File: config.mk
export PLATFORM = sky130hd
export DESIGN_NAME = period_meter
export DESIGN_NICKNAME = d
export VERILOG_FILES = /design/src/rtl/period_meter_pkg.sv /design/src/rtl/period_meter_sync_edge.sv /design/src/rtl/period_meter.sv
export SDC_FILE = /design/constraint.sdc
export NUM_CORES = 1
export LEC_CHECK = 0
export ABC_AREA = 1
export BUFFER_PORTS_ARGS = -buffer_cell sky130_fd_sc_hd__buf_2
export CELL_PAD_IN_SITES_DETAIL_PLACEMENT = 1
export CELL_PAD_IN_SITES_GLOBAL_PLACEMENT = 2
export CORE_ASPECT_RATIO = 1.25
export CORE_MARGIN = 10
export CORE_UTILIZATION = 30
export DETAILED_ROUTE_END_ITERATION = 8
export GPL_TIMING_DRIVEN = 1
export PLACE_DENSITY_LB_ADDON = 0.1
export SYNTH_ARGS = -nofsm -noshare
export SYNTH_HDL_FRONTEND = slang
export SYNTH_SLANG_ARGS = --single-unit
File: constraint.sdc
create_clock -name clk -period 1.7 [get_ports clk]
set_clock_uncertainty 0.2 [all_clocks]
set_input_delay 0.34 -clock clk [delete_from_list [all_inputs] [get_ports clk]]
set_output_delay 0.34 -clock clk [all_outputs]
set_load 0.05 [all_outputs]
File: src/rtl/period_meter_pkg.sv
// Shared types and default sizing for the period meter and its sibling
// divider / FND display blocks.
package period_meter_pkg;

  localparam int unsigned PM_CNT_WIDTH = 25;
  localparam int unsigned PM_TIMEOUT   = 20_000_000;

  typedef enum logic {
    PM_IDLE,
    PM_MEASURE
  } pm_state_t;

endpackage

File: src/rtl/period_meter_sync_edge.sv
// Two-flop synchronizer plus history register; flags rising and falling
// edges of an asynchronous input.
module sync_edge (
  input  logic clk,
  input  logic rst_n,
  input  logic sig_in,
  output logic rise_c,
  output logic fall_c
);

  logic sync1_q, sync2_q, prev_q;
  logic sync1_d, sync2_d, prev_d;

  always_comb begin
    sync1_d = sig_in;
    sync2_d = sync1_q;
    prev_d  = sync2_q;
  end

  always_ff @(posedge clk or negedge rst_n) begin
    if (!rst_n) begin
      sync1_q <= 1'b0;
      sync2_q <= 1'b0;
      prev_q  <= 1'b0;
    end else begin
      sync1_q <= sync1_d;
      sync2_q <= sync2_d;
      prev_q  <= prev_d;
    end
  end

  assign rise_c = sync2_q & ~prev_q;
  assign fall_c = ~sync2_q & prev_q;

endmodule

File: src/rtl/period_meter.sv
// Recovers period and high time of a slow square wave in system-clock counts,
// with a per-period valid pulse and a loss-of-signal flag.
module period_meter
  import period_meter_pkg::*;
#(
  parameter int unsigned CNT_WIDTH = PM_CNT_WIDTH,
  parameter int unsigned TIMEOUT   = PM_TIMEOUT
) (
  input  logic                 clk,
  input  logic                 rst_n,
  input  logic                 sig_in,
  output logic [CNT_WIDTH-1:0] period,
  output logic [CNT_WIDTH-1:0] high_time,
  output logic                 meas_valid,
  output logic                 no_signal
);

  logic rise_c, fall_c;

  sync_edge u_sync_edge (
    .clk    (clk),
    .rst_n  (rst_n),
    .sig_in (sig_in),
    .rise_c (rise_c),
    .fall_c (fall_c)
  );

  pm_state_t            state_q, state_d;
  logic [CNT_WIDTH-1:0] cnt_q, cnt_d;
  logic [CNT_WIDTH-1:0] period_q, period_d;
  logic [CNT_WIDTH-1:0] high_time_q, high_time_d;
  logic                 meas_valid_q, meas_valid_d;
  logic                 no_signal_q, no_signal_d;

  always_ff @(posedge clk or negedge rst_n) begin
    if (!rst_n) begin
      state_q      <= PM_IDLE;
      cnt_q        <= '0;
      period_q     <= '0;
      high_time_q  <= '0;
      meas_valid_q <= 1'b0;
      no_signal_q  <= 1'b0;
    end else begin
      state_q      <= state_d;
      cnt_q        <= cnt_d;
      period_q     <= period_d;
      high_time_q  <= high_time_d;
      meas_valid_q <= meas_valid_d;
      no_signal_q  <= no_signal_d;
    end
  end

  // A rise in the timeout cycle takes priority, so a period of exactly
  // TIMEOUT still yields a measurement.
  always_comb begin
    state_d      = state_q;
    cnt_d        = cnt_q;
    period_d     = period_q;
    high_time_d  = high_time_q;
    meas_valid_d = 1'b0;
    no_signal_d  = no_signal_q;
    case (state_q)
      PM_IDLE: begin
        cnt_d = '0;
        if (rise_c) begin
          cnt_d   = CNT_WIDTH'(1);
          state_d = PM_MEASURE;
        end
      end
      PM_MEASURE: begin
        cnt_d = cnt_q + CNT_WIDTH'(1);
        if (fall_c) begin
          high_time_d = cnt_q;
        end
        if (rise_c) begin
          period_d     = cnt_q;
          meas_valid_d = 1'b1;
          no_signal_d  = 1'b0;
          cnt_d        = CNT_WIDTH'(1);
        end else if (cnt_q == CNT_WIDTH'(TIMEOUT)) begin
          no_signal_d = 1'b1;
          cnt_d       = '0;
          state_d     = PM_IDLE;
        end
      end
      default: state_d = PM_IDLE;
    endcase
  end

  assign period     = period_q;
  assign high_time  = high_time_q;
  assign meas_valid = meas_valid_q;
  assign no_signal  = no_signal_q;

endmodule

==> flow_summary_export.csv, run 1 <==
group,metric,value,unit
floorplanning,fp.dieW,116.4,um
place,placed_cell_area,4182,sq um
finish,mostFrequentLayoutCells,"100 x nand2_1, 75 x dfrtp_1, 55 x o21ai_0, 54 x nor2_1, 53 x buf_2",
detailed_routing,drcViolationCount,0,
synth,avgSynthCellArea,8.619,sq um
synth,synth_area,3482,sq um
sta,max_slew.worst_pin.slew,0.4851,ns
sta,final_hold_viol_count,0,
floorplanning,io-pin-count,55,
clocking,htreeDepth,3,
sta,min_period,1.683,ns
sta,setup_violations,0,
detailed_routing,wl_per_cell,16.70,um
finish,stdcell_area,4733,sq um
clocking,clk_latency,0.33,ns
floorplanning,initial_core_util,30.97,%
power,p_comb_share,16.2,%
global_routing,grt_overflow,0,
clocking,cts_tree,"done",
critical_path,worstSetupPathType,"reg2reg",
power,p_int,3.843,mW
place,gp_congestion,0.8234,
synth,syn_nets,409,
critical_path,worstPathArrival,1.71,ns
run,maxCapViolations,0,
critical_path,end_kind,"flip-flop",
global_routing,grt_pass1_vias,3088,
detailed_routing,routed_wl,10670,um
power,power_frac_seq,40.7,%
finish,antennaDiodeCount,0,
synth,syn_inst,404,
power,power.density,1125,nW/um^2
global_routing,grt.total_usage,13.84,%
global_routing,grt_use_met2,20.61,%
sta,rsz0062_at_grt,"true",
finish,syn2layout_area_growth,35.93,%
power,max-vdd-ir-drop,464.7,uV
clocking,cts_buffer_depth,2,
power,switching_share,27.85,%
status,status,"finished clean",
floorplanning,rows,43,
global_routing,grt_max_degree,51,
detailed_routing,first_pass_iters,4,
clocking,clk_pin_slew,0.06,ns
clocking,root_buffer,"clkbuf_16",
synth,yosysWarnings,0,
global_routing,use_met3,3.419,%
critical_path,critPathMaxFanout,3,
finish,final_layout_size_suffix_gt1_share,31.15,%
power,p_leak,2.257,nW
power,power,5.326,mW
global_routing,grt.busiest_layer,"met2",
sta,finalCritPeriodShare,98.98,%
global_routing,use_met1,19.18,%
min_path,min_path_type,"reg2reg",
detailed_routing,ant_nets,0,
floorplanning,core,11240,sq um
power,switching_power,1.483,mW
floorplanning,die_area,16340,sq um
sta,finalMaxSlewViolations,0,
critical_path,required,1.73,ns
synth,ys_ff_latch,81,
detailed_routing,vias,2930,
place,io_buffer_count,54,
global_routing,antenna_found_initial,0,
detailed_routing,drtIter0Drc,137,
sta,slew_headroom,67.66,%
sta,fmax,594.3,MHz
synth,synth_cell_types,22,
finish,layout.nets,504,
clocking,cts.sinks,81,
finish,layout_commonest_cell,"nand2_1",
power,power.share.clock,43.2,%
place,hpwl,8131,um
synth,yosysSeqAreaShare,58.21,%
global_routing,grt_pass1_wl,17600,um
clocking,cts_buffers,9,
floorplanning,die_h,140.5,um
detailed_routing,vias_per_cell,4.585,
critical_path,cp-start-kind,"flip-flop",
## sequential cells by signal, summed over array words and instances, names as in the netlist
name and count:
cnt_q 25, high_time 25, period 25, meas_valid 1, no_signal 1, state_q 1
u_sync_edge.prev_d 1, u_sync_edge.prev_q 1, u_sync_edge.sync1_q 1
## power by group through the flow
| stage | Combinational [mW] | Sequential (mW) | Clock, mW |
|---|---|---|---|
| 2_1_floorplan | 0.214 | 2.43 | 0 |
| 3_3_place_gp | 0.765 | 2.17 | 0 |
| 3_5_place_dp | 0.768 | 2.18 | 0 |
| 4_1_cts | 0.779 | 2.15 | 2.35 |
| 5_1_grt | 0.945 | 2.19 | 2.45 |
| 6_report | 0.860 | 2.17 | 2.30 |
## final cells by class
cell class	instances	area, sq um
clock buffers	12	256.5
clock inverters	4	98.84
fillers	1346	6511
inverters	38	142.6
multi-input cells	273	1373
flip-flops and latches	81	2034
well taps	135	168.9
repair buffers	96	659.4
## through the flow
stage / cells / hold slack, ns / setup WS [ns] / util, % / setup TNS [ns]
finish: 639 / 0.1568 / 0.01728 / 42.09 / 0
global placement: 614 / 0.1299 / 0.01659 / 37.19 / 0
CTS: 632 / 0.1602 / -0.01501 / 40.60 / -0.02188
floorplan: 404 / -0.1556 / 0.1639 / - / 0
detailed placement: 614 / 0.1314 / -0.02990 / 37.19 / -0.2299
global route: 639 / 0.1710 / -0.05280 / 42.09 / -0.7943
## what timing repair did
item / CTS / global route
setup buffers: 0 / 7
cloned: 0 / 0
pin swaps: 1 / 13
hold buffers: 2 / 0
endpoints found under the hold margin: 26 / 0
resized for setup: 5 / 36
setup endpoints to repair: 22 / 48
## worst max-delay path: stages (launching register included)
cell,delay (ns)
dfrtp_2,0.44
inv_2,0.09
ha_4,0.13
nand2_2,0.04
inv_2,0.05
nand2_2,0.04
nor2_2,0.12
nand3_2,0.11
buf_6,0.15
nand2_4,0.07
nor2_4,0.04
nand2_1,0.06
nor2_1,0.04
## worst paths after layout
kind	from	cells past startpoint	slack, ns	to
min	u_sync_edge.sync1_q	0	0.16	u_sync_edge.prev_d
max reg2reg	cnt_q[1]	12	0.02	cnt_q[22]
max	cnt_q[1]	12	0.02	cnt_q[22]
max in group asynchronous	rst_n	3	0.51	cnt_q[0]
min reg2reg	u_sync_edge.sync1_q	0	0.16	u_sync_edge.prev_d
min in group asynchronous	rst_n	2	0.30	high_time[2]
## routing by layer
layer  routed length (um)  vias up
li1                     -     1456
met1                 5272     1409
met2                 4759       56
met3                  482        9
met4                  158        0
met5                    0        -
## cells in the mapped netlist, drive strengths merged
library cell,instances,area (sq um)
buf,2,15.01
inv,38,142.6
nand3,10,60.06
nor2,71,301.5
xor2,9,78.83
o21ai,57,285.3
dfrtp,81,2027
a21oi,3,15.01
ha,2,25.02
nor3b,1,7.510
o211ai,1,7.510
nand4,4,25.02
nand2,109,419.2
nor3,6,35.03
clkbuf,10,37.54
## cell families (layout without fill, tap and decap cells)
logic type / count (synthesis) / after routing / share of synthesized area (%)
AOI/OAI and AO/OA: 61 / 61 / 8.839
buffers and inverters: 50 / 150 / 5.606
adders and majority gates: 2 / 2 / 0.7185
and+or+nand+nor: 201 / 201 / 24.36
xor gates and xnor gates: 9 / 9 / 2.264
DFF: 81 / 81 / 58.21
Power figures use the tool's default switching activity.
==> inputs of run 2 (changes only) <==
--- a/config.mk
+++ b/config.mk
@@ -6,15 +6,16 @@
 export NUM_CORES = 1
 export LEC_CHECK = 0
 export ABC_AREA = 1
-export BUFFER_PORTS_ARGS = -buffer_cell sky130_fd_sc_hd__buf_2
 export CELL_PAD_IN_SITES_DETAIL_PLACEMENT = 1
 export CELL_PAD_IN_SITES_GLOBAL_PLACEMENT = 2
 export CORE_ASPECT_RATIO = 1.25
 export CORE_MARGIN = 10
-export CORE_UTILIZATION = 30
+export CORE_UTILIZATION = 34
 export DETAILED_ROUTE_END_ITERATION = 8
+export DONT_BUFFER_PORTS = 1
 export GPL_TIMING_DRIVEN = 1
 export PLACE_DENSITY_LB_ADDON = 0.1
 export SYNTH_ARGS = -nofsm -noshare
 export SYNTH_HDL_FRONTEND = slang
+export SYNTH_HIERARCHICAL = 1
 export SYNTH_SLANG_ARGS = --single-unit
==> run 2 against run 1 <==
  * The run now ends with negative hold slack, negative setup slack left
  * Sequential power is 12% higher
  * First-iteration DRC count is 2.9% lower
  * Non-clock buffer count is 57 lower
  * Hold slack worse by 0.66 ns
  * Die area is 9.2% lower
  * Global-route usage is 0.085 points lower
  * Maximum frequency is 2.8% lower
  * Via count is 5.8% lower
  * Synthesized area is 1.1% higher
  * Highest routed layer unchanged
==> flow_summary_export.csv, run 2 <==
group,metric,value,unit
critical_path,ff2ff_setup_slack,-0.03,ns
power,max-vdd-ir-drop,441.0,uV
status,status,"finished, violations left",
global_routing,grt.total_usage,13.75,%
status,violations,"negative hold slack, negative setup slack",
power,power,4.814,mW
clocking,root_buffer,"clkbuf_16",
clocking,cts_buffers,9,
detailed_routing,first_pass_iters,4,
synth,yosysTopAreaCell,"dfrtp_1",
detailed_routing,drtIter0Drc,133,
critical_path,end_kind,"flip-flop",
synth,synth_edf_count,0,
floorplanning,rows,41,
detailed_routing,vias_per_cell,4.808,
critical_path,reg2regPathDepth,10,
global_routing,grt_max_degree,82,
critical_path,rr_endpoint,"cnt_q[20]",
synth,avgSynthCellArea,8.734,sq um
sta,rsz0062_at_grt,"true",
detailed_routing,wl_met1,4700,um
floorplanning,fp.dieW,111,um
clocking,htreeDepth,3,
critical_path,worstPathArrival,1.80,ns
finish,antennaDiodeCount,0,
critical_path,timing.rr.start,"cnt_q[0]",
sta,final_hold_viol_count,81,
sta,finalCritPeriodShare,101.8,%
critical_path,path_cells,"ha_2, nand2_2, nor2_4, nand2_4, nor2_8, buf_6, nand2_2, nand2_2, nand2_1, nor2_1",
finish,final_util,44.21,%
run,maxCapViolations,0,
sta,fmax,577.8,MHz
critical_path,cp_slowest_stage_delay,0.40,ns
finish,layout.nets,446,
detailed_routing,wl_per_cell,17.64,um
global_routing,grt_pass1_vias,2879,
synth,synth_ff_type,"dfrtp_1",
min_path,min_path_type,"in2async",
synth,yosysSeqAreaShare,57.59,%
finish,mostFrequentLayoutCells,"100 x nand2_1, 77 x dfrtp_1, 49 x o21ai_0, 37 x inv_1, 32 x nor2_1",
sta,finalMaxSlewViolations,0,
floorplanning,die_h,133.8,um
global_routing,grt_overflow,0,
detailed_routing,wl_met2,4746,um
sta,setup_violations,12,
critical_path,crit_top_cell,"nand2_2",
place,hpwl,7220,um
sta,max_slew.worst_pin.slew,0.5196,ns
critical_path,required,1.77,ns
detailed_routing,top_layer_used,"met4",
floorplanning,core,10110,sq um
clocking,clk_pin_slew,0.06,ns
sta,setup_tns,-0.1710,ns
synth,synth_top_area_share,57.59,%
place,place_inst,549,
clocking,ctsHoldBuffers,1,
critical_path,slowest_stage,"dfrtp_1",
sta,min_period,1.731,ns
detailed_routing,vias,2760,
critical_path,cp-endpoint,"cnt_q[20]",
clocking,cts.sinks,81,
power,power.density,1078,nW/um^2
place,io_buffer_count,0,
global_routing,grt_pass1_wl,16300,um
synth,ys_ff_latch,81,
floorplanning,initial_core_util,34.83,%
detailed_routing,met3WireLength,537,um
power,p_leak,2.028,nW
clocking,clk_latency,0.33,ns
synth,syn_inst,403,
synth,synthTopCellsByCount,"108 x nand2_1, 81 x dfrtp_1, 55 x o21ai_0, 50 x nor2_1, 40 x inv_1",
place,post-place-ws,-0.09195,ns
floorplanning,die_area,14850,sq um
finish,final_layout_size_suffix_gt1_share,25.84,%
detailed_routing,ant_nets,0,
sta,fin_ws,-0.03076,ns
synth,syn_nets,408,
critical_path,crit_start,"cnt_q[0]",
critical_path,cp-start-kind,"flip-flop",
synth,synth_area,3520,sq um
clocking,cts_buffer_depth,2,
synth,netlist_top_cells_area,"dfrtp_1 58%, nand2_1 12%, o21ai_0 7.8%, nor2_1 5.3%, inv_1 4.3%",
sta,slew_headroom,65.36,%
sta,whs,-0.5067,ns
global_routing,antenna_found_initial,0,
floorplanning,io-pin-count,55,
finish,final_cells,574,
place,gp_congestion,0.7759,
critical_path,worstSetupPathType,"reg2reg",
critical_path,critPathMaxFanout,5,
synth,synth_cell_types,23,
synth,yosysWarnings,6,
detailed_routing,drcViolationCount,0,
clocking,cts_tree,"done",
finish,syn2layout_area_growth,26.95,%
synth,synth_most_common_cell,"nand2_1",
finish,layout_commonest_cell,"nand2_1",
synth,async_flop_share,100.0,%
detailed_routing,routed_wl,10130,um
run 2: cells by family after synthesis:
| family | count (synthesis) | synth area share, % |
|---|---|---|
| buf+inv | 53 | 5.865 |
| fa+ha+maj | 2 | 0.7109 |
| simple gates | 196 | 24.67 |
| xor+xnor | 9 | 2.240 |
| flops | 81 | 57.59 |
| compound gates | 62 | 8.923 |
run 2: layout make-up:
class,count,area (sq um)
sequential,81,2032
multi-input combinational,269,1473
tap,129,161.4
timing repair buffer,39,352.8
clock inverter,4,52.55
clock buffer,11,242.7
inverter,41,153.9
fill,1189,5638
run 2: metrics by stage:
step	cell area, sq um	hold WS [ns]
after floorplan	3520	-0.1556
after global placement	3871	-0.1529
after detailed placement	3871	-0.1529
after CTS	4263	-0.5131
after global routing	4468	-0.5228
final	4468	-0.5067
run 2: worst min-delay path by stage:
stage,startpoint,to,slack [ns],cells after the start
CTS,rst_n,cnt_q[3],-0.51,0
detailed placement,rst_n,period[24],-0.15,0
floorplan,rst_n,cnt_q[0],-0.16,0
global route,rst_n,period[24],-0.52,0
global placement,rst_n,period[24],-0.15,0
finish,rst_n,period[0],-0.51,0
run 2: layer usage:
metal	GRT usage, %	up-vias
li1	-	1340
met1	17.83	1358
met2	20.96	49
met3	4.313	13
met4	5.000	0
met5	0	-
run 2: worst max-delay path: cells and delay by family, from the launching register on:
family | cells | cell delay, ns
DFF | 1 | 0.40
adders and majority gates | 1 | 0.21
buffers and inverters | 1 | 0.12
and+or+nand+nor | 8 | 0.74
run 2: report_power, final:
group | leakage (nW) | total [mW] | internal (mW) | switching (mW)
logic | 0.786 | 0.442 | 0.198 | 0.244
registers | 1.10 | 2.42 | 2.04 | 0.382
clock network | 0.146 | 1.95 | 1.18 | 0.776
run 2: timing repair:
item | in CTS | in global routing
gates cloned | 0 | 1
hold endpoints to repair | 82 | 81
buffers inserted | 6 | 4
endpoints found under the setup margin | 24 | 48
pin swaps | 3 | 17
resized for setup | 13 | 53
==> inputs of run 3 (changes only) <==
--- a/config.mk
+++ b/config.mk
@@ -8,7 +8,7 @@
 export ABC_AREA = 1
 export CELL_PAD_IN_SITES_DETAIL_PLACEMENT = 1
 export CELL_PAD_IN_SITES_GLOBAL_PLACEMENT = 2
-export CORE_ASPECT_RATIO = 1.25
+export CORE_ASPECT_RATIO = 0.6
 export CORE_MARGIN = 10
 export CORE_UTILIZATION = 34
 export DETAILED_ROUTE_END_ITERATION = 8
==> run 3 against run 2 <==
  * The run still ends with negative hold slack, negative setup slack left
  * Clock power grew 5%
  * Total power grew 2.4%
  * Sequential power is essentially flat
  * Via count shrank 0.76%
  * Routed wire length grew 8.0%
  * Critical path depth shrank 2
  * Global-route usage grew 1.2 points
  * Non-clock buffer count is the same
  * Cell count grew 1.2%
  * Register-to-register slack is essentially flat
  * Combinational power grew 2%
  * First-iteration DRC count grew 39%
  * Largest power group unchanged
==> flow_summary_export.csv, run 3 (synthesis results as in run 2) <==
group,metric,value,unit
status,status,"finished, violations left",
status,violations,"negative hold slack, negative setup slack",
detailed_routing,vias_per_cell,4.714,
clocking,clk_pin_slew,0.06,ns
critical_path,required,1.71,ns
detailed_routing,wl_per_cell,18.82,um
floorplanning,initial_core_util,35.25,%
clocking,ctsHoldBuffers,1,
finish,syn2layout_area_growth,26.95,%
floorplanning,die_h,98.81,um
critical_path,path_cells,"ha_2, nand2_2, nor2_4, nand2_4, inv_1, nand2_1, o21ai_0, nor3_1",
floorplanning,die_area,14950,sq um
finish,mostFrequentLayoutCells,"103 x nand2_1, 79 x dfrtp_1, 55 x o21ai_0, 37 x inv_1, 36 x nor2_1",
finish,layout_commonest_cell,"nand2_1",
detailed_routing,routed_wl,10930,um
place,place_inst,556,
global_routing,antenna_found_initial,0,
critical_path,ff2ff_setup_slack,-0.03,ns
finish,final_layout_size_suffix_gt1_share,23.99,%
clocking,cts_tree,"done",
floorplanning,fp.dieW,151.4,um
run,maxCapViolations,0,
clocking,cts_buffer_depth,2,
floorplanning,io-pin-count,55,
detailed_routing,ant_nets,0,
place,io_buffer_count,0,
finish,layout.nets,446,
global_routing,grt_pass1_wl,17160,um
critical_path,cp_slowest_stage_delay,0.40,ns
sta,setup_violations,23,
global_routing,grt.total_usage,14.98,%
finish,antennaDiodeCount,0,
global_routing,grt_pass1_vias,2884,
sta,rsz0062_at_grt,"true",
clocking,root_buffer,"clkbuf_16",
sta,final_hold_viol_count,81,
power,p_leak,2.032,nW
place,hpwl,8044,um
critical_path,worstPathArrival,1.75,ns
clocking,clk_latency,0.34,ns
sta,min_period,1.734,ns
sta,fin_ws,-0.03361,ns
sta,fmax,576.8,MHz
floorplanning,rows,28,
detailed_routing,drtIter0Drc,185,
power,power.density,1103,nW/um^2
global_routing,grt_overflow,0,
sta,slew_headroom,63.72,%
detailed_routing,first_pass_iters,4,
detailed_routing,drcViolationCount,0,
critical_path,cp-start-kind,"flip-flop",
power,power,4.929,mW
global_routing,grt_max_degree,82,
sta,max_slew.worst_pin.slew,0.5441,ns
clocking,cts_buffers,9,
critical_path,worstSetupPathType,"reg2reg",
power,max-vdd-ir-drop,510.2,uV
detailed_routing,vias,2739,
critical_path,slowest_stage,"dfrtp_1",
place,gp_congestion,0.8082,
sta,finalMaxSlewViolations,0,
min_path,min_path_type,"in2async",
sta,whs,-0.5108,ns
critical_path,end_kind,"flip-flop",
clocking,htreeDepth,3,
finish,final_util,44.75,%
clocking,cts.sinks,81,
sta,finalCritPeriodShare,102.0,%
floorplanning,core,9985,sq um
critical_path,critPathMaxFanout,4,
finish,final_cells,581,
==> run 3: changes by cell type in the layout (fill, tap and decap cells not counted), moves of 3 or more <==
cell / change
o21ai_0: +6
nor2_1: +4
nor2_2: -4
o21ai_1: -4
buf_6: -3
nand2_1: +3
==> run 3: worst max-delay path, delay by kind of cell (launching register included) <==
kind / cells / cell delay (ns)
AO/OA/AOI/OAI: 1 / 0.22
adder cells (fa/ha/maj): 1 / 0.22
buffers and inverters: 1 / 0.08
flip-flops: 1 / 0.40
AND/OR/NAND/NOR: 5 / 0.49
==> run 3: routing by layer <==
metal	global-route usage [%]	share of wire [%]	vias up
li1	-	-	1351
met4	4.569	1.1	0
met1	23.51	54	1316
met3	4.886	7.8	9
met5	0	0	-
met2	18.25	38	63
==> run 3: path summary, 6_finish.rpt <==
| path | cells after the start | start | end |
|---|---|---|---|
| setup / recovery | 8 | cnt_q[0] | cnt_q[8] |
| hold / removal | 0 | rst_n | u_sync_edge/sync1_q |
| setup reg to reg | 8 | cnt_q[0] | cnt_q[8] |
| hold reg to reg | 0 | u_sync_edge/sync1_q | u_sync_edge/prev_d |
| max in group asynchronous | 0 | rst_n | cnt_q[10] |
| min in group clk | 0 | u_sync_edge/sync1_q | u_sync_edge/prev_d |
==> run 3: area by class of cell <==
cell class / instances / area [sq um]
Fill cell: 1181 / 5517
Tap cell: 135 / 168.9
Clock inverter: 6 / 73.82
Timing Repair Buffer: 39 / 361.6
Clock buffer: 10 / 239.0
Sequential cell: 81 / 2029
Inverter: 41 / 153.9
Multi-Input combinational cell: 269 / 1441
==> run 3: metrics by stage <==
step | instance area (sq um) | TNS (ns) | worst slack, ns
final | 4468 | -0.4266 | -0.03361
after global routing | 4468 | -3.197 | -0.1695
after CTS | 4299 | 0 | 0.001277
after detailed placement | 3886 | -2.065 | -0.1140
after global placement | 3886 | -0.1560 | -0.08415
after floorplan | 3520 | 0 | 0.1345
==> run 3: repair_timing <==
item                       CTS  global route
gates resized for setup     15            35
gates cloned                 0             1
hold endpoints to repair    82            81
setup endpoints to repair   23            27
pin swaps                    3             6
buffers inserted             5             2
==> run 3: where the power goes <==
group          leakage [nW]  switching (mW)  internal [mW]
Sequential             1.10           0.388           2.04
Combinational         0.779           0.245          0.207
Clock                 0.154           0.854           1.20
Total                  2.03            1.49           3.44
